==> src/rtl/ddr2_local_port_arbiter_if.sv <==
// Bundle of the two requester ports and the single DDR2 controller local port.
// The arbiter sits on the slave modport. The master modport is the environment:
// the requesters plus the controller model.
interface ddr2_local_port_arbiter_if #(
  parameter int DATA_W = 32,
  parameter int ADDR_W = 24,
  parameter int SIZE_W = 2
);
  localparam int BE_W = DATA_W / 8;

  // Requester 0
  logic              m0_read, m0_write;
  logic [ADDR_W-1:0] m0_addr;
  logic [SIZE_W-1:0] m0_size;
  logic [DATA_W-1:0] m0_wdata;
  logic [BE_W-1:0]   m0_be;
  logic              m0_waitrequest, m0_wdata_req, m0_rdata_valid;
  logic [DATA_W-1:0] m0_rdata;

  // Requester 1
  logic              m1_read, m1_write;
  logic [ADDR_W-1:0] m1_addr;
  logic [SIZE_W-1:0] m1_size;
  logic [DATA_W-1:0] m1_wdata;
  logic [BE_W-1:0]   m1_be;
  logic              m1_waitrequest, m1_wdata_req, m1_rdata_valid;
  logic [DATA_W-1:0] m1_rdata;

  // Controller local port
  logic              local_init_done, local_ready, local_wdata_req, local_rdata_valid;
  logic [DATA_W-1:0] local_rdata;
  logic              local_read_req, local_write_req, local_burstbegin;
  logic [SIZE_W-1:0] local_size;
  logic [12:0]       local_row_addr;
  logic [1:0]        local_bank_addr;
  logic [8:0]        local_col_addr;
  logic [DATA_W-1:0] local_wdata;
  logic [BE_W-1:0]   local_be;
  logic              err_orphan;

  modport slave (
    input  m0_read, m0_write, m0_addr, m0_size, m0_wdata, m0_be,
    output m0_waitrequest, m0_wdata_req, m0_rdata, m0_rdata_valid,
    input  m1_read, m1_write, m1_addr, m1_size, m1_wdata, m1_be,
    output m1_waitrequest, m1_wdata_req, m1_rdata, m1_rdata_valid,
    input  local_init_done, local_ready, local_wdata_req, local_rdata, local_rdata_valid,
    output local_read_req, local_write_req, local_burstbegin, local_size,
    output local_row_addr, local_bank_addr, local_col_addr, local_wdata, local_be,
    output err_orphan
  );

  modport master (
    output m0_read, m0_write, m0_addr, m0_size, m0_wdata, m0_be,
    input  m0_waitrequest, m0_wdata_req, m0_rdata, m0_rdata_valid,
    output m1_read, m1_write, m1_addr, m1_size, m1_wdata, m1_be,
    input  m1_waitrequest, m1_wdata_req, m1_rdata, m1_rdata_valid,
    output local_init_done, local_ready, local_wdata_req, local_rdata, local_rdata_valid,
    input  local_read_req, local_write_req, local_burstbegin, local_size,
    input  local_row_addr, local_bank_addr, local_col_addr, local_wdata, local_be,
    input  err_orphan
  );
endinterface

==> src/rtl/ddr2_local_port_arbiter.sv <==
// Two-requester round-robin arbiter in front of the DDR2 controller local port.
// A granted command is registered and held until local_ready. Owner FIFOs
// (index 0 = read, 1 = write) remember which requester each outstanding burst
// belongs to, so data requests and read beats get steered back correctly.
module ddr2_local_port_arbiter #(
  parameter int DATA_W    = 32,
  parameter int ADDR_W    = 24,
  parameter int SIZE_W    = 2,
  parameter int OWN_DEPTH = 4
) (
  input  logic                    clk,
  input  logic                    reset_n,
  ddr2_local_port_arbiter_if.slave bus
);
  localparam int PTR_W = $clog2(OWN_DEPTH);
  localparam int CNT_W = $clog2(OWN_DEPTH + 1);
  localparam int RD    = 0;
  localparam int WR    = 1;

  typedef enum logic {IDLE, ISSUE} state_t;
  typedef struct packed {
    logic              port;
    logic [SIZE_W-1:0] size;
  } own_t;

  state_t            state, state_nxt;
  logic              grant_valid, grant_port;
  logic              last_grant, cmd_port, cmd_rd;
  logic              read_req_q, write_req_q, burstbegin_q;
  logic [SIZE_W-1:0] size_q, grant_size;
  logic [ADDR_W-1:0] addr_q;
  logic [1:0]        want_rd, want_wr, elig;

  own_t              own_mem [2][OWN_DEPTH];
  own_t              head    [2];
  logic [PTR_W-1:0]  rd_ptr  [2];
  logic [PTR_W-1:0]  wr_ptr  [2];
  logic [CNT_W-1:0]  count   [2];
  logic [SIZE_W-1:0] beat    [2];
  logic [1:0]        room, nonempty, push, pop, fire;

  // A requester with both strobes high is treated as a read.
  assign want_rd = {bus.m1_read, bus.m0_read};
  assign want_wr = {bus.m1_write & ~bus.m1_read, bus.m0_write & ~bus.m0_read};

  // FIFO status, heads and data events. The reset gate keeps waitrequest high
  // while reset is asserted, whatever the requesters are driving.
  always_comb begin
    for (int i = 0; i < 2; i++) begin
      room[i]     = count[i] < CNT_W'(OWN_DEPTH);
      nonempty[i] = count[i] != '0;
      head[i]     = own_mem[i][rd_ptr[i]];
    end
    for (int n = 0; n < 2; n++) begin
      elig[n] = reset_n & bus.local_init_done & (state == IDLE) &
                ((want_rd[n] & room[RD]) | (want_wr[n] & room[WR]));
    end
    fire[RD] = bus.local_rdata_valid & nonempty[RD];
    fire[WR] = bus.local_wdata_req & nonempty[WR];
    push[RD] = (state == ISSUE) & bus.local_ready & cmd_rd;
    push[WR] = (state == ISSUE) & bus.local_ready & ~cmd_rd;
    for (int i = 0; i < 2; i++) begin
      pop[i] = fire[i] & (beat[i] == head[i].size - SIZE_W'(1));
    end
  end

  // Next state and round-robin grant.
  // NOTE: every output of a combinational block gets a default first, so no path leaves it unassigned and no latch is inferred.
  always_comb begin
    state_nxt   = state;
    grant_valid = 1'b0;
    grant_port  = 1'b0;
    case (state)
      IDLE: begin
        if (elig != 2'b00) begin
          grant_valid = 1'b1;
          grant_port  = (elig == 2'b11) ? ~last_grant : elig[1];
          state_nxt   = ISSUE;
        end
      end
      ISSUE:   if (bus.local_ready) state_nxt = IDLE;
      default: state_nxt = IDLE;
    endcase
  end

  // Burst size of the winner; a zero size is promoted to one beat.
  always_comb begin
    grant_size = grant_port ? bus.m1_size : bus.m0_size;
    if (grant_size == '0) grant_size = SIZE_W'(1);
  end

  // State register.
  // NOTE: sequential state uses non-blocking assignments so every flop samples pre-edge values regardless of block order.
  always_ff @(posedge clk or negedge reset_n) begin
    if (!reset_n) state <= IDLE;
    else          state <= state_nxt;
  end

  // Command register: latch the grant, hold strobes until accepted.
  always_ff @(posedge clk or negedge reset_n) begin
    if (!reset_n) begin
      last_grant   <= 1'b1;
      cmd_port     <= 1'b0;
      cmd_rd       <= 1'b0;
      read_req_q   <= 1'b0;
      write_req_q  <= 1'b0;
      burstbegin_q <= 1'b0;
      size_q       <= '0;
      addr_q       <= '0;
    end else begin
      burstbegin_q <= 1'b0;
      if (grant_valid) begin
        last_grant   <= grant_port;
        cmd_port     <= grant_port;
        cmd_rd       <= want_rd[grant_port];
        read_req_q   <= want_rd[grant_port];
        write_req_q  <= ~want_rd[grant_port];
        burstbegin_q <= 1'b1;
        size_q       <= grant_size;
        addr_q       <= grant_port ? bus.m1_addr : bus.m0_addr;
      end else if (state == ISSUE && bus.local_ready) begin
        read_req_q  <= 1'b0;
        write_req_q <= 1'b0;
      end
    end
  end

  // Owner FIFO pointers, occupancy and beat counters.
  always_ff @(posedge clk or negedge reset_n) begin
    if (!reset_n) begin
      for (int i = 0; i < 2; i++) begin
        rd_ptr[i] <= '0;
        wr_ptr[i] <= '0;
        count[i]  <= '0;
        beat[i]   <= '0;
      end
    end else begin
      for (int i = 0; i < 2; i++) begin
        if (push[i]) wr_ptr[i] <= wr_ptr[i] + 1'b1;
        if (pop[i])  rd_ptr[i] <= rd_ptr[i] + 1'b1;
        if (pop[i])       beat[i] <= '0;
        else if (fire[i]) beat[i] <= beat[i] + 1'b1;
        case ({push[i], pop[i]})
          2'b10:   count[i] <= count[i] + 1'b1;
          2'b01:   count[i] <= count[i] - 1'b1;
          default: count[i] <= count[i];
        endcase
      end
    end
  end

  // Owner FIFO storage.
  // NOTE: storage is not reset; an entry is only ever read after it was written, so clearing the pointers is enough.
  always_ff @(posedge clk) begin
    for (int i = 0; i < 2; i++) begin
      if (push[i]) own_mem[i][wr_ptr[i]] <= '{port: cmd_port, size: size_q};
    end
  end

  // Sticky flag for data events that arrive with no owner.
  always_ff @(posedge clk or negedge reset_n) begin
    if (!reset_n) bus.err_orphan <= 1'b0;
    else if ((bus.local_wdata_req & ~nonempty[WR]) | (bus.local_rdata_valid & ~nonempty[RD]))
      bus.err_orphan <= 1'b1;
  end

  assign bus.m0_waitrequest   = ~(grant_valid & ~grant_port);
  assign bus.m1_waitrequest   = ~(grant_valid & grant_port);
  assign bus.local_read_req   = read_req_q;
  assign bus.local_write_req  = write_req_q;
  assign bus.local_burstbegin = burstbegin_q;
  assign bus.local_size       = size_q;
  assign bus.local_row_addr   = addr_q[23:11];
  assign bus.local_bank_addr  = addr_q[10:9];
  assign bus.local_col_addr   = addr_q[8:0];

  assign bus.m0_wdata_req   = fire[WR] & ~head[WR].port;
  assign bus.m1_wdata_req   = fire[WR] & head[WR].port;
  assign bus.local_wdata    = !nonempty[WR] ? '0 : (head[WR].port ? bus.m1_wdata : bus.m0_wdata);
  assign bus.local_be       = !nonempty[WR] ? '0 : (head[WR].port ? bus.m1_be : bus.m0_be);
  assign bus.m0_rdata       = bus.local_rdata;
  assign bus.m1_rdata       = bus.local_rdata;
  assign bus.m0_rdata_valid = fire[RD] & ~head[RD].port;
  assign bus.m1_rdata_valid = fire[RD] & head[RD].port;
endmodule
==> src/flat_wrapper.sv <==
// flat-port wrapper written by rule: the top's interface ports become plain ports
module ddr2_local_port_arbiter_flat 
#(
  parameter int DATA_W    = 32,
  parameter int ADDR_W    = 24,
  parameter int SIZE_W    = 2,
  parameter int OWN_DEPTH = 4
)
  (clk, reset_n, bus_m0_read, bus_m0_write, bus_m0_addr, bus_m0_size, bus_m0_wdata, bus_m0_be, bus_m0_waitrequest, bus_m0_wdata_req, bus_m0_rdata, bus_m0_rdata_valid, bus_m1_read, bus_m1_write, bus_m1_addr, bus_m1_size, bus_m1_wdata, bus_m1_be, bus_m1_waitrequest, bus_m1_wdata_req, bus_m1_rdata, bus_m1_rdata_valid, bus_local_init_done, bus_local_ready, bus_local_wdata_req, bus_local_rdata, bus_local_rdata_valid, bus_local_read_req, bus_local_write_req, bus_local_burstbegin, bus_local_size, bus_local_row_addr, bus_local_bank_addr, bus_local_col_addr, bus_local_wdata, bus_local_be, bus_err_orphan);
  ddr2_local_port_arbiter_if #(.DATA_W(DATA_W), .ADDR_W(ADDR_W), .SIZE_W(SIZE_W)) bus_i ();
  input  logic clk;
  input  logic reset_n;
  input wire logic [$bits(bus_i.m0_read)-1:0] bus_m0_read;
  input wire logic [$bits(bus_i.m0_write)-1:0] bus_m0_write;
  input wire logic [$bits(bus_i.m0_addr)-1:0] bus_m0_addr;
  input wire logic [$bits(bus_i.m0_size)-1:0] bus_m0_size;
  input wire logic [$bits(bus_i.m0_wdata)-1:0] bus_m0_wdata;
  input wire logic [$bits(bus_i.m0_be)-1:0] bus_m0_be;
  output wire logic [$bits(bus_i.m0_waitrequest)-1:0] bus_m0_waitrequest;
  output wire logic [$bits(bus_i.m0_wdata_req)-1:0] bus_m0_wdata_req;
  output wire logic [$bits(bus_i.m0_rdata)-1:0] bus_m0_rdata;
  output wire logic [$bits(bus_i.m0_rdata_valid)-1:0] bus_m0_rdata_valid;
  input wire logic [$bits(bus_i.m1_read)-1:0] bus_m1_read;
  input wire logic [$bits(bus_i.m1_write)-1:0] bus_m1_write;
  input wire logic [$bits(bus_i.m1_addr)-1:0] bus_m1_addr;
  input wire logic [$bits(bus_i.m1_size)-1:0] bus_m1_size;
  input wire logic [$bits(bus_i.m1_wdata)-1:0] bus_m1_wdata;
  input wire logic [$bits(bus_i.m1_be)-1:0] bus_m1_be;
  output wire logic [$bits(bus_i.m1_waitrequest)-1:0] bus_m1_waitrequest;
  output wire logic [$bits(bus_i.m1_wdata_req)-1:0] bus_m1_wdata_req;
  output wire logic [$bits(bus_i.m1_rdata)-1:0] bus_m1_rdata;
  output wire logic [$bits(bus_i.m1_rdata_valid)-1:0] bus_m1_rdata_valid;
  input wire logic [$bits(bus_i.local_init_done)-1:0] bus_local_init_done;
  input wire logic [$bits(bus_i.local_ready)-1:0] bus_local_ready;
  input wire logic [$bits(bus_i.local_wdata_req)-1:0] bus_local_wdata_req;
  input wire logic [$bits(bus_i.local_rdata)-1:0] bus_local_rdata;
  input wire logic [$bits(bus_i.local_rdata_valid)-1:0] bus_local_rdata_valid;
  output wire logic [$bits(bus_i.local_read_req)-1:0] bus_local_read_req;
  output wire logic [$bits(bus_i.local_write_req)-1:0] bus_local_write_req;
  output wire logic [$bits(bus_i.local_burstbegin)-1:0] bus_local_burstbegin;
  output wire logic [$bits(bus_i.local_size)-1:0] bus_local_size;
  output wire logic [$bits(bus_i.local_row_addr)-1:0] bus_local_row_addr;
  output wire logic [$bits(bus_i.local_bank_addr)-1:0] bus_local_bank_addr;
  output wire logic [$bits(bus_i.local_col_addr)-1:0] bus_local_col_addr;
  output wire logic [$bits(bus_i.local_wdata)-1:0] bus_local_wdata;
  output wire logic [$bits(bus_i.local_be)-1:0] bus_local_be;
  output wire logic [$bits(bus_i.err_orphan)-1:0] bus_err_orphan;
  assign bus_i.m0_read = bus_m0_read;
  assign bus_i.m0_write = bus_m0_write;
  assign bus_i.m0_addr = bus_m0_addr;
  assign bus_i.m0_size = bus_m0_size;
  assign bus_i.m0_wdata = bus_m0_wdata;
  assign bus_i.m0_be = bus_m0_be;
  assign bus_m0_waitrequest = bus_i.m0_waitrequest;
  assign bus_m0_wdata_req = bus_i.m0_wdata_req;
  assign bus_m0_rdata = bus_i.m0_rdata;
  assign bus_m0_rdata_valid = bus_i.m0_rdata_valid;
  assign bus_i.m1_read = bus_m1_read;
  assign bus_i.m1_write = bus_m1_write;
  assign bus_i.m1_addr = bus_m1_addr;
  assign bus_i.m1_size = bus_m1_size;
  assign bus_i.m1_wdata = bus_m1_wdata;
  assign bus_i.m1_be = bus_m1_be;
  assign bus_m1_waitrequest = bus_i.m1_waitrequest;
  assign bus_m1_wdata_req = bus_i.m1_wdata_req;
  assign bus_m1_rdata = bus_i.m1_rdata;
  assign bus_m1_rdata_valid = bus_i.m1_rdata_valid;
  assign bus_i.local_init_done = bus_local_init_done;
  assign bus_i.local_ready = bus_local_ready;
  assign bus_i.local_wdata_req = bus_local_wdata_req;
  assign bus_i.local_rdata = bus_local_rdata;
  assign bus_i.local_rdata_valid = bus_local_rdata_valid;
  assign bus_local_read_req = bus_i.local_read_req;
  assign bus_local_write_req = bus_i.local_write_req;
  assign bus_local_burstbegin = bus_i.local_burstbegin;
  assign bus_local_size = bus_i.local_size;
  assign bus_local_row_addr = bus_i.local_row_addr;
  assign bus_local_bank_addr = bus_i.local_bank_addr;
  assign bus_local_col_addr = bus_i.local_col_addr;
  assign bus_local_wdata = bus_i.local_wdata;
  assign bus_local_be = bus_i.local_be;
  assign bus_err_orphan = bus_i.err_orphan;
  ddr2_local_port_arbiter #(.DATA_W(DATA_W), .ADDR_W(ADDR_W), .SIZE_W(SIZE_W), .OWN_DEPTH(OWN_DEPTH)) u_core (.clk(clk), .reset_n(reset_n), .bus(bus_i));
endmodule
==> config.mk <==
export PLATFORM = sky130hd
export DESIGN_NAME = ddr2_local_port_arbiter_flat
export DESIGN_NICKNAME = d
export VERILOG_FILES = /design/src/rtl/ddr2_local_port_arbiter_if.sv /design/src/rtl/ddr2_local_port_arbiter.sv /design/src/flat_wrapper.sv
export SDC_FILE = /design/constraint.sdc
export NUM_CORES = 1
export LEC_CHECK = 0
export CORE_AREA = 2 2 117 119
export CTS_BUF_LIST = sky130_fd_sc_hd__clkbuf_8
export DETAILED_ROUTE_END_ITERATION = 12
export DIE_AREA = 0 0 119 121
export PLACE_DENSITY = 0.8
export SLEW_MARGIN = 20
export SYNTH_ARGS = -nofsm -noshare
export SYNTH_HDL_FRONTEND = slang
export SYNTH_SLANG_ARGS = --single-unit
==> constraint.sdc <==
create_clock -name clk -period 5 [get_ports clk]
set_clock_uncertainty 0.15 [all_clocks]
set_input_delay 1.5 -clock clk [delete_from_list [all_inputs] [get_ports clk]]
set_output_delay 1.5 -clock clk [all_outputs]
set_load 0.005 [all_outputs]
==> impl_summary.txt, run 1 <==
----------------------------------------------------
[Power]
  Leakage power summed over all cells ... 2.70 nW
  Max VDD drop ... between 0.2 and 0.3 mV
  Cell-internal power ... approximately 2.1 mW
  Overall power ... between 3 and 4 mW
  Power density over the cells ... around 500 nW/µm²
  Clock network fraction of total power ... 0.141
  Gate power share ... 0.520
  Switching power share of the total ... 0.350
  Net switching power ... 1.16 mW
  Flop pwr share ... 0.338

[Floorplan]
  Die area ... approximately 14,000 µm²
  Standard-cell row count ... 42
  Die Height ... between 100 and 150 µm
  I/O pins ... roughly 300
  DIE WIDTH ... ~120 µm
  Area of the core ... roughly 13,000 µm²
  Starting density of the core ... 0.351

[Clock network]
  Clock slew at reported path FFs ... roughly 0.080 ns
  Number of buffers created by CTS ... 9
  H-tree depth reported by CTS ... 3
  Count of clock tree sinks ... 76
  Worst-skew pair later-pin latency ... approximately 0.34 ns
  Max clock buf depth ... 2
  Clock tree root buffer cell ... sky130_fd_sc_hd__clkbuf_8
  Clock tree from TritonCTS ... built

[Logic synthesis]
  Synthesized-area fraction occupied by adder cells ... 0.0359
  Post-Synth XOR/XNOR Area ... 0.0376
  Cell types with the largest area share after synthesis ... sky130_fd_sc_hd__dfrtp_1 28%, sky130_fd_sc_hd__edfxtp_1 16%, sky130_fd_sc_hd__buf_4 11%
  Proportion of netlist area held by the largest area contributor ... 0.278
  Mean area per synthesized cell ... around 11 µm²
  Simple-gate share of the synthesized area ... 0.124
  Syn. warnings ... 0
  FFs w/ async S/R, synth ... 0.684
  Multiplexer area fraction after synthesis ... 0.123
  Synthesized instance count ... slightly above 400
  Number of flops mapped to enable cells by yosys ... 24
  Largest family of logic cells by synthesized area ... buffers and inverters
  Library cell with the largest summed area after synthesis ... sky130_fd_sc_hd__dfrtp_1
  Area fraction in compound gates after synthesis ... 0.0988
  Count of distinct cell types in the synthesized netlist ... 49
  Most used standard cell by instance count after synthesis ... sky130_fd_sc_hd__buf_4
  Ranking of synthesized cells by instance count ... 66 x sky130_fd_sc_hd__buf_4, 51 x sky130_fd_sc_hd__dfrtp_1, 46 x sky130_fd_sc_hd__nor2_1
  Total nets after synthesis ... 590
  Flip-flop and latch count after synthesis ... between 70 and 80
  Sequential element share of the synthesized area ... 0.440
  Top flip-flop cell by instance count after synthesis ... sky130_fd_sc_hd__dfrtp_1
  Post-synth design cell area ... roughly 4600 µm²

[STA]
  Crit path time final ... 4.93 ns
  Max Clk Rate ... between 200 and 250 MHz
  Worst path setup slack after routing ... between 0.06 and 0.07 ns
  Final count of negative-setup-slack endpoints ... 0
  Worst Tran Pin Value ... between 1 and 1.5 ns
  Final-layout worst hold slack ... about 0.36 ns
  Hold Fails Final Rpt ... 0
  Final-layout setup total negative slack ... 0 ns
  RSZ-0062 raised after global routing ... false
  Relative max-transition margin ... 0.332
  Final cycle utilization of the critical path ... 0.987
  Number of max-slew violations in the final report ... 0

[Setup path]
  Cells along the critical path ... clkdlybuf4s50_1 > nor2b_1 > o21ai_1 > a21oi_2 > inv_1 > clkdlybuf4s50_1
  Critical path destination ... bus_m0_waitrequest
  Worst R2R Setup Slack ... around 1.9 ns
  CP max FO ... 4
  Cell with the largest stage delay on the worst path ... sky130_fd_sc_hd__clkdlybuf4s50_1
  Worst R2R End ... u_core.count[2]
  Slowest cell delay on critical path ... roughly 0.52 ns
  Critical path startpoint ... bus_m0_read
  CP endpoint kind ... output pin
  Startpoint Class ... input pin
  Worst flop-to-flop path startpoint ... u_core.rd_ptr[0]
  Cell type with the highest occurrence count on the critical path ... sky130_fd_sc_hd__clkdlybuf4s50_1
  Data required time of the critical path ... 3.35 ns
  Worst path arrival time ... about 3.3 ns
  Worst setup path category ... in -> out
  Cell depth of the worst flop-to-flop path ... 9

[GRT]
  Pin count of the biggest net entering global routing ... 53
  Number of antenna violations at the first check in global routing ... 0
  Global-route usage over all layers ... 0.197
  Wire length of the first global-routing pass ... 21,500 µm
  Via count of the first global-routing pass ... between 3,000 and 4,000
  Overall overflow remaining after global route ... 0

[Final layout]
  Nets ... 733
  Post-layout instance area ... ~6600 µm²
  Ant. Diodes ... 0
  P&R area growth vs syn ... 42.8%
  Non-filler cells, final ... ~740
  Final core utilization ... 0.502
  Share of layout cells above drive strength 1 ... 0.0786

[Outcome]
  Status ... complete, no violations

[Placed design]
  HPWL Detailed ... roughly 12,000 µm
  Cell area after placement ... 6350 µm²
  Number of cells after detailed placement ... ~720
  Pre-CTS setup slack ... -0.0672 ns
  RePlAce Congestion ... between 0.8 and 0.9
  Count of input and output buffers ... 205

[Routing]
  Vias after detailed routing ... roughly 3,600
  Final antenna-violating net count ... 0
  Routed wire per std cell ... around 19 µm
  Residual DRC count ... 0
  Ratio of routed vias to standard cells ... slightly below 5
  Post-Route WL ... roughly 14,000 µm
  Count of TritonRoute iterations in the first routing pass ... 4
  Initial drt markers ... around 200

[Flow run]
  Total of max-cap violations ... 0

[Worst hold path]
  Hold Path Class ... reg -> reg

----------------------------------------------------
power groups by stage:
stage / clock network (mW) / logic [mW] / registers (mW)
after floorplan: 0 / 0.954 / 1.04
after detailed placement: 0 / 1.74 / 1.12
final: 0.467 / 1.72 / 1.12
after global routing: 0.509 / 1.87 / 1.16
after CTS: 0.479 / 1.74 / 1.12
after global placement: 0 / 1.68 / 1.11
worst max-delay path: cells and delay by family:
family | cells | cell delay (ns)
buffers and inverters | 3 | 1.02
and+or+nand+nor | 1 | 0.36
AOI/OAI and AO/OA | 2 | 0.41
worst min-delay path by stage:
stage | slack (ns) | startpoint | endpoint | cells after the start
after floorplan | 0.32 | u_core.bus.err_orphan | u_core.bus.err_orphan | 1
after global placement | 0.32 | u_core.bus.err_orphan | u_core.bus.err_orphan | 1
after detailed placement | 0.32 | u_core.bus.err_orphan | u_core.bus.err_orphan | 1
after CTS | 0.35 | u_core.bus.err_orphan | u_core.bus.err_orphan | 1
after global routing | 0.39 | u_core.bus.err_orphan | u_core.bus.err_orphan | 1
final | 0.36 | u_core.bus.err_orphan | u_core.bus.err_orphan | 1
final cells by class:
cell class                      instances  area, µm²
Clock buffer                            9        124
Timing Repair Buffer                  215       2120
Multi-Input combinational cell        237       1940
Clock inverter                          7       76.3
Fill cell                            1167       6520
Inverter                               16       60.1
Sequential cell                        76       2020
Tap cell                              176        220
cells by family (layout without fill, tap and decap cells):
group,Yosys count,in the layout
XOR/XNOR,18,18
flip-flops,76,76
AND/OR/NAND/NOR,108,108
multiplexers,48,48
buffers and inverters,99,247
adder cells (fa/ha/maj),12,12
AO/OA/AOI/OAI,51,51
cells in the final DEF (no fill, tap or decap), types with 2 or more instances in the layout:
master | synthesis | final
sky130_fd_sc_hd__and3_1 | 2 | 2
sky130_fd_sc_hd__and2_1 | 35 | 35
sky130_fd_sc_hd__clkdlybuf4s50_1 | 0 | 203
sky130_fd_sc_hd__a221o_1 | 27 | 27
sky130_fd_sc_hd__nand4b_1 | 2 | 2
sky130_fd_sc_hd__nor3b_2 | 2 | 2
sky130_fd_sc_hd__o31a_1 | 2 | 2
sky130_fd_sc_hd__o21ai_0 | 8 | 8
sky130_fd_sc_hd__nor2_1 | 46 | 45
sky130_fd_sc_hd__xnor2_2 | 2 | 2
sky130_fd_sc_hd__xor2_1 | 10 | 10
sky130_fd_sc_hd__a21o_1 | 2 | 2
sky130_fd_sc_hd__nand3b_1 | 2 | 2
sky130_fd_sc_hd__fa_1 | 2 | 2
sky130_fd_sc_hd__mux2i_1 | 40 | 40
sky130_fd_sc_hd__clkbuf_8 | 0 | 9
sky130_fd_sc_hd__nand2_1 | 6 | 6
sky130_fd_sc_hd__nor2b_1 | 4 | 4
sky130_fd_sc_hd__inv_1 | 16 | 17
sky130_fd_sc_hd__clkinvlp_4 | 0 | 3
sky130_fd_sc_hd__mux4_2 | 6 | 6
sky130_fd_sc_hd__buf_4 | 66 | 10
sky130_fd_sc_hd__dfrtp_1 | 51 | 51
sky130_fd_sc_hd__edfxtp_1 | 24 | 24
sky130_fd_sc_hd__ha_1 | 10 | 10
sky130_fd_sc_hd__xnor2_1 | 6 | 6
per-layer routing:
| metal | GRT usage | share of wire |
|---|---|---|
| met1 | 0.218 | 0.37 |
| met2 | 0.358 | 0.52 |
| met3 | 0.0714 | 0.10 |
| met4 | 0.0521 | 0.0099 |
| met5 | 0 | 0 |
registers in the layout (all words and copies together) (netlist names):
name and cells:
u_core.addr_q 24, u_core.own_mem 24, u_core.count 6, u_core.beat 4
u_core.rd_ptr 4, u_core.wr_ptr 4, u_core.bus.local_size 2, u_core.bus.err_orphan 1
u_core.bus.local_burstbegin 1, u_core.bus.local_read_req 1, u_core.bus.local_write_req 1, u_core.cmd_port 1
u_core.cmd_rd 1, u_core.last_grant 1, u_core.state 1
repair_timing:
item | in CTS | in global routing
cloned | 0 | 0
pin swaps | 0 | 1
setup endpoints to repair | 1 | 1
gates resized for setup | 1 | 1
setup buffers | 0 | 1
hold buffers | 0 | 0
No activity file was read; power rests on OpenSTA's default activity.
==> inputs of run 2 (changes only) <==
--- a/config.mk
+++ b/config.mk
@@ -5,11 +5,14 @@
 export SDC_FILE = /design/constraint.sdc
 export NUM_CORES = 1
 export LEC_CHECK = 0
+export CAP_MARGIN = 20
 export CORE_AREA = 2 2 117 119
 export CTS_BUF_LIST = sky130_fd_sc_hd__clkbuf_8
 export DETAILED_ROUTE_END_ITERATION = 12
 export DIE_AREA = 0 0 119 121
 export PLACE_DENSITY = 0.8
+export SETUP_SLACK_MARGIN = 0.2
+export SKIP_CTS_REPAIR_TIMING = 1
 export SLEW_MARGIN = 20
 export SYNTH_ARGS = -nofsm -noshare
 export SYNTH_HDL_FRONTEND = slang
==> impl_summary.txt, run 2 (same netlist as run 1, synthesis figures left out) <==
----------------------------------------------------
[Outcome]
  Status ... complete, no violations (unchanged)

[Final layout]
  Top library cells by usage in the layout, fill and taps aside ... 202 x sky130_fd_sc_hd__clkdlybuf4s50_1, 51 x sky130_fd_sc_hd__dfrtp_1, 45 x sky130_fd_sc_hd__nor2_1 (was 203 x sky130_fd_sc_hd__clkdlybuf4s50_1, 51 x sky130_fd_sc_hd__dfrtp_1, 45 x sky130_fd_sc_hd__nor2_1)
  Register area ... 2020 µm² (unchanged)
  Share of layout cells above drive strength 1 ... 0.0839 (was 0.0786)
  Ant. Diodes ... 0 (unchanged)
  Most common library cell in the layout ignoring fill and taps ... sky130_fd_sc_hd__clkdlybuf4s50_1 (unchanged)
  Area of the multi-input gates ... 1970 µm² (was 1940 µm²)
  Nets ... 733 (unchanged)
  P&R area growth vs syn ... 43.6% (was 42.8%)
  Filler cell count ... 1,164 (was 1,167)
  Final core utilization ... 0.505 (was 0.502)

[Setup path]
  Startpoint Class ... input pin (unchanged)
  Data required time of the critical path ... 3.35 ns (about the same)
  CP max FO ... 4 (unchanged)
  Worst path arrival time ... 3.15 ns (was 3.28 ns)
  CP endpoint kind ... output pin (unchanged)
  Worst setup path category ... in -> out (unchanged)

[Power]
  Leakage power summed over all cells ... 2.71 nW (was 2.70 nW)
  Overall power ... 3.32 mW (was 3.30 mW)
  Gate power share ... 0.520 (about the same)
  Switching power share of the total ... 0.352 (was 0.350)
  Net switching power ... 1.17 mW (was 1.16 mW)
  Power density over the cells ... 502 nW/µm² (was 503 nW/µm²)
  Max VDD drop ... 0.285 mV (was 0.286 mV)
  Cell-internal power ... 2.15 mW (about the same)
  Flop pwr share ... 0.339 (was 0.338)
  Clock network fraction of total power ... 0.141 (about the same)

[GRT]
  Overall overflow remaining after global route ... 0 (unchanged)
  Global-route usage over all layers ... 0.197 (about the same)
  Met2 track demand over resource in global routing ... 0.358 (about the same)
  Global routing usage on met3 ... 0.0714 (unchanged)
  Number of antenna violations at the first check in global routing ... 0 (unchanged)
  Via count of the first global-routing pass ... 3,928 (unchanged)
  Routing usage on met1 ... 0.218 (unchanged)
  Layer with the highest usage after global routing ... met2 (unchanged)
  Wire length of the first global-routing pass ... 21,500 µm (about the same)
  Pin count of the biggest net entering global routing ... 53 (unchanged)

[Clock network]
  Clock tree root buffer cell ... sky130_fd_sc_hd__clkbuf_8 (unchanged)
  Clock slew at reported path FFs ... 0.08 ns (about the same)
  H-tree depth reported by CTS ... 3 (unchanged)
  Max clock buf depth ... 2 (unchanged)
  Count of clock tree sinks ... 76 (unchanged)
  Clock tree from TritonCTS ... built (unchanged)
  Worst-skew pair later-pin latency ... 0.34 ns (about the same)
  Number of buffers created by CTS ... 9 (unchanged)

[Worst hold path]
  Hold Path Class ... reg -> reg (unchanged)

[Routing]
  Vias after detailed routing ... 3,629 (was 3,637)
  Residual DRC count ... 0 (unchanged)
  Count of TritonRoute iterations in the first routing pass ... 5 (was 4)
  Ratio of routed vias to standard cells ... 4.93 (was 4.94)
  Post-Route WL ... 14,200 µm (about the same)
  Initial drt markers ... 196 (was 206)
  Routed wire per std cell ... 19.3 µm (was 19.2 µm)
  Final antenna-violating net count ... 0 (unchanged)

[Placed design]
  RePlAce Congestion ... 0.868 (unchanged)
  Count of input and output buffers ... 205 (unchanged)
  HPWL Detailed ... 11,800 µm (unchanged)

[STA]
  Worst Tran Pin Value ... 0.666 ns (was 1.00 ns)
  RSZ-0062 raised after global routing ... false (unchanged)
  Number of max-slew violations in the final report ... 0 (unchanged)
  Hold Fails Final Rpt ... 0 (unchanged)
  Relative max-transition margin ... 0.556 (was 0.332)
  Crit path time final ... 4.80 ns (was 4.93 ns)
  Final-layout worst hold slack ... 0.357 ns (about the same)
  Final count of negative-setup-slack endpoints ... 0 (unchanged)
  Final cycle utilization of the critical path ... 0.961 (was 0.987)
  Max Clk Rate ... 208 MHz (was 203 MHz)
  Final-layout setup total negative slack ... 0 ns (unchanged)

[Floorplan]
  Standard-cell row count ... 42 (unchanged)
  Die area ... 14,400 µm² (unchanged)
  Area of the core ... 13,100 µm² (unchanged)
  I/O pins ... 302 (unchanged)
  Starting density of the core ... 0.351 (unchanged)
  DIE WIDTH ... 119 µm (unchanged)
  Die Height ... 121 µm (unchanged)

[Flow run]
  Total of max-cap violations ... 0 (unchanged)

----------------------------------------------------
[run 2: cell type report]
type,count,area share
timing repair buffer,215,0.322
sequential,76,0.306
multi-input combinational,237,0.299
tap,176,0.0333
clock buffer,9,0.0188
clock inverter,7,0.0116
inverter,16,0.00909
[run 2: power groups by stage]
stage / registers [mW] / clock network [mW] / logic [mW]
2_1_floorplan: 1.04 / 0 / 0.954
3_3_place_gp: 1.11 / 0 / 1.68
3_5_place_dp: 1.12 / 0 / 1.74
4_1_cts: 1.12 / 0.479 / 1.74
5_1_grt: 1.17 / 0.509 / 1.88
6_report: 1.12 / 0.468 / 1.73
[run 2: routing by layer]
| layer | up-vias | routed length (µm) |
|---|---|---|
| met2 | 254 | 7330 |
| li1 | 1658 | - |
| met5 | - | 0 |
| met4 | 0 | 223 |
| met1 | 1700 | 5170 |
| met3 | 17 | 1520 |
[run 2: worst max-delay path, stage by stage]
cell and delay (ns):
sky130_fd_sc_hd__clkdlybuf4s50_1 0.57, sky130_fd_sc_hd__nor2b_4 0.25, sky130_fd_sc_hd__o21a_1 0.20, sky130_fd_sc_hd__nor2_2 0.07
sky130_fd_sc_hd__inv_1 0.06, sky130_fd_sc_hd__clkdlybuf4s50_1 0.50
[run 2: stage by stage]
stage,instances,cell area [µm²],setup WS [ns]
after floorplan,412,4600,0.845
after global placement,719,6350,0.0803
after detailed placement,719,6350,-0.0672
after CTS,735,6550,-0.0722
after global routing,736,6600,0.164
final,736,6600,0.197
[run 2: final timing paths]
| check | from | endpoint | slack, ns | cells past startpoint |
|---|---|---|---|---|
| worst max-delay path | bus_m0_read | bus_m1_waitrequest | 0.20 | 6 |
| worst min-delay path | u_core.bus.err_orphan | u_core.bus.err_orphan | 0.36 | 1 |
| worst max register to register | u_core.rd_ptr[0] | u_core.count[2] | 1.94 | 9 |
| worst min register to register | u_core.bus.err_orphan | u_core.bus.err_orphan | 0.36 | 1 |
| max in group asynchronous | reset_n | u_core.beat[1] | 3.08 | 2 |
| min in group asynchronous | reset_n | u_core.addr_q[2] | 1.16 | 2 |
==> inputs of run 3 (changes only) <==
--- a/config.mk
+++ b/config.mk
@@ -11,6 +11,7 @@
 export DETAILED_ROUTE_END_ITERATION = 12
 export DIE_AREA = 0 0 119 121
 export PLACE_DENSITY = 0.8
+export RECOVER_POWER = 50
 export SETUP_SLACK_MARGIN = 0.2
 export SKIP_CTS_REPAIR_TIMING = 1
 export SLEW_MARGIN = 20
==> impl_summary.txt, run 3 (same netlist as run 1, synthesis figures left out) <==
----------------------------------------------------
[Floorplan]
  Die area ... 14,400 µm² (unchanged)
  DIE WIDTH ... 119 µm (unchanged)
  Area of the core ... 13,100 µm² (unchanged)
  Starting density of the core ... 0.351 (unchanged)
  Standard-cell row count ... 42 (unchanged)
  Die Height ... 121 µm (unchanged)
  I/O pins ... 302 (unchanged)

[Setup path]
  Slowest cell delay on critical path ... 0.50 ns (was 0.57 ns)
  Worst setup path category ... in -> out (unchanged)
  Data required time of the critical path ... 3.35 ns (about the same)
  Startpoint Class ... input pin (unchanged)
  Worst path arrival time ... 3.15 ns (about the same)
  Cell with the largest stage delay on the worst path ... sky130_fd_sc_hd__clkdlybuf4s50_1 (unchanged)
  Number of buffers and inverters on the critical path ... 3 (unchanged)
  Cell type with the highest occurrence count on the critical path ... sky130_fd_sc_hd__clkdlybuf4s50_1 (unchanged)
  CP max FO ... 4 (unchanged)
  Cells along the critical path ... clkdlybuf4s50_1 > nor3b_4 > o21a_1 > nor2_2 > inv_1 > clkdlybuf4s50_1 (was clkdlybuf4s50_1 > nor2b_4 > o21a_1 > nor2_2 > inv_1 > clkdlybuf4s50_1)
  CP endpoint kind ... output pin (unchanged)
  Largest delay contributor family on the critical path ... buffers and inverters (unchanged)

[Routing]
  Initial drt markers ... 189 (was 196)
  Vias after detailed routing ... 3,622 (was 3,629)
  Ratio of routed vias to standard cells ... 4.92 (was 4.93)
  Count of TritonRoute iterations in the first routing pass ... 4 (was 5)
  Post-Route WL ... 14,200 µm (about the same)
  Routed wire per std cell ... 19.3 µm (about the same)
  Final antenna-violating net count ... 0 (unchanged)
  Residual DRC count ... 0 (unchanged)

[GRT]
  Number of antenna violations at the first check in global routing ... 0 (unchanged)
  Wire length of the first global-routing pass ... 21,500 µm (unchanged)
  Via count of the first global-routing pass ... 3,928 (unchanged)
  Overall overflow remaining after global route ... 0 (unchanged)
  Global-route usage over all layers ... 0.197 (unchanged)
  Pin count of the biggest net entering global routing ... 53 (unchanged)

[Final layout]
  P&R area growth vs syn ... 42.8% (was 43.6%)
  Top library cells by usage in the layout, fill and taps aside ... 171 x sky130_fd_sc_hd__clkdlybuf4s50_1, 51 x sky130_fd_sc_hd__dfrtp_1, 45 x sky130_fd_sc_hd__nor2_1 (was 202 x sky130_fd_sc_hd__clkdlybuf4s50_1, 51 x sky130_fd_sc_hd__dfrtp_1, 45 x sky130_fd_sc_hd__nor2_1)
  Register area ... 2020 µm² (unchanged)
  Area of the multi-input gates ... 1950 µm² (was 1970 µm²)
  Final core utilization ... 0.502 (was 0.505)
  Post-layout instance area ... 6570 µm² (was 6600 µm²)
  Share of layout cells above drive strength 1 ... 0.0714 (was 0.0839)
  Nets ... 733 (unchanged)
  Most common library cell in the layout ignoring fill and taps ... sky130_fd_sc_hd__clkdlybuf4s50_1 (unchanged)
  Filler cell count ... 1,167 (was 1,164)
  Ant. Diodes ... 0 (unchanged)

[STA]
  Final-layout setup total negative slack ... 0 ns (unchanged)
  Max Clk Rate ... 208 MHz (about the same)
  RSZ-0062 raised after global routing ... false (unchanged)
  Worst Tran Pin Value ... 2.77 ns (was 0.666 ns)
  Final count of negative-setup-slack endpoints ... 0 (unchanged)
  Final cycle utilization of the critical path ... 0.961 (about the same)
  Worst path setup slack after routing ... 0.196 ns (was 0.197 ns)
  Hold Fails Final Rpt ... 0 (unchanged)
  Crit path time final ... 4.80 ns (about the same)
  Relative max-transition margin ... -0.850 (was 0.556)
  Number of max-slew violations in the final report ... 53 (was 0)

[Power]
  Net switching power ... 1.15 mW (was 1.17 mW)
  Cell-internal power ... 2.10 mW (was 2.15 mW)
  Leakage power summed over all cells ... 2.70 nW (was 2.71 nW)
  Power density over the cells ... 495 nW/µm² (was 502 nW/µm²)
  Gate power share ... 0.512 (was 0.520)
  Max VDD drop ... 0.277 mV (was 0.285 mV)
  Switching power share of the total ... 0.355 (was 0.352)
  Overall power ... 3.25 mW (was 3.32 mW)
  Clock network fraction of total power ... 0.144 (was 0.141)
  Flop pwr share ... 0.344 (was 0.339)

[Clock network]
  Max clock buf depth ... 2 (unchanged)
  Worst-skew pair later-pin latency ... 0.34 ns (about the same)
  Clock slew at reported path FFs ... 0.08 ns (about the same)
  H-tree depth reported by CTS ... 3 (unchanged)
  Clock tree from TritonCTS ... built (unchanged)
  Number of buffers created by CTS ... 9 (unchanged)
  Count of clock tree sinks ... 76 (unchanged)
  Clock tree root buffer cell ... sky130_fd_sc_hd__clkbuf_8 (unchanged)

[Placed design]
  Count of input and output buffers ... 205 (unchanged)
  RePlAce Congestion ... 0.868 (unchanged)
  Pre-CTS setup slack ... -0.0672 ns (unchanged)
  HPWL Detailed ... 11,800 µm (unchanged)
  Cell area after placement ... 6350 µm² (unchanged)

[Flow run]
  Total of max-cap violations ... 1 (was 0)

[Outcome]
  Violations in the final reports ... max-capacitance violations, max-slew violations
  Status ... finished with violations (was complete, no violations)

[Worst hold path]
  Hold Path Class ... reg -> reg (unchanged)

----------------------------------------------------
[run 3: changes by cell type in the layout (fill, tap and decap cells not counted), sizes merged]
| cell | previous run | this run |
|---|---|---|
| buf | 11 | 7 |
| dlygate4sd3 | 0 | 31 |
| clkbuf | 9 | 13 |
| clkdlybuf4s50 | 202 | 171 |
[run 3: metal layers]
layer | share of wire | GRT usage | vias up
met1 | 0.36 | 0.218 | 1710
met3 | 0.10 | 0.0714 | 15
met2 | 0.52 | 0.358 | 237
met5 | 0 | 0 | -
met4 | 0.013 | 0.0521 | 0
li1 | - | - | 1660
[run 3: path summary, 6_finish.rpt]
path,start,to,slack (ns),depth (start not counted)
min,u_core.bus.err_orphan,u_core.bus.err_orphan,0.35,1
max,bus_m0_read,bus_m1_waitrequest,0.20,6
max in group asynchronous,reset_n,u_core.beat[1],1.04,2
min in group asynchronous,reset_n,u_core.addr_q[2],2.08,2
max reg2reg,u_core.rd_ptr[0],u_core.count[2],1.89,9
min reg2reg,u_core.bus.err_orphan,u_core.bus.err_orphan,0.35,1
[run 3: layout make-up]
class	instances	share of cell area
tap	176	0.0335
sequential	76	0.308
clock inverter	7	0.0116
clock buffer	9	0.0189
timing repair buffer	215	0.322
inverter	16	0.00915
multi-input combinational	237	0.297
[run 3: power groups by stage]
| stage | combinational (mW) | sequential, mW | clock (mW) |
|---|---|---|---|
| finish | 1.66 | 1.12 | 0.468 |
| global route | 1.82 | 1.16 | 0.509 |
| CTS | 1.74 | 1.12 | 0.479 |
| detailed placement | 1.74 | 1.12 | 0 |
| global placement | 1.68 | 1.11 | 0 |
| floorplan | 0.954 | 1.04 | 0 |
[run 3: per-stage QoR]
| step | hold WS (ns) | instances |
|---|---|---|
| 3_3_place_gp | 0.321 | 719 |
| 5_1_grt | 0.382 | 736 |
| 4_1_cts | 0.353 | 735 |
| 6_report | 0.350 | 736 |
| 3_5_place_dp | 0.323 | 719 |
| 2_1_floorplan | 0.322 | 412 |
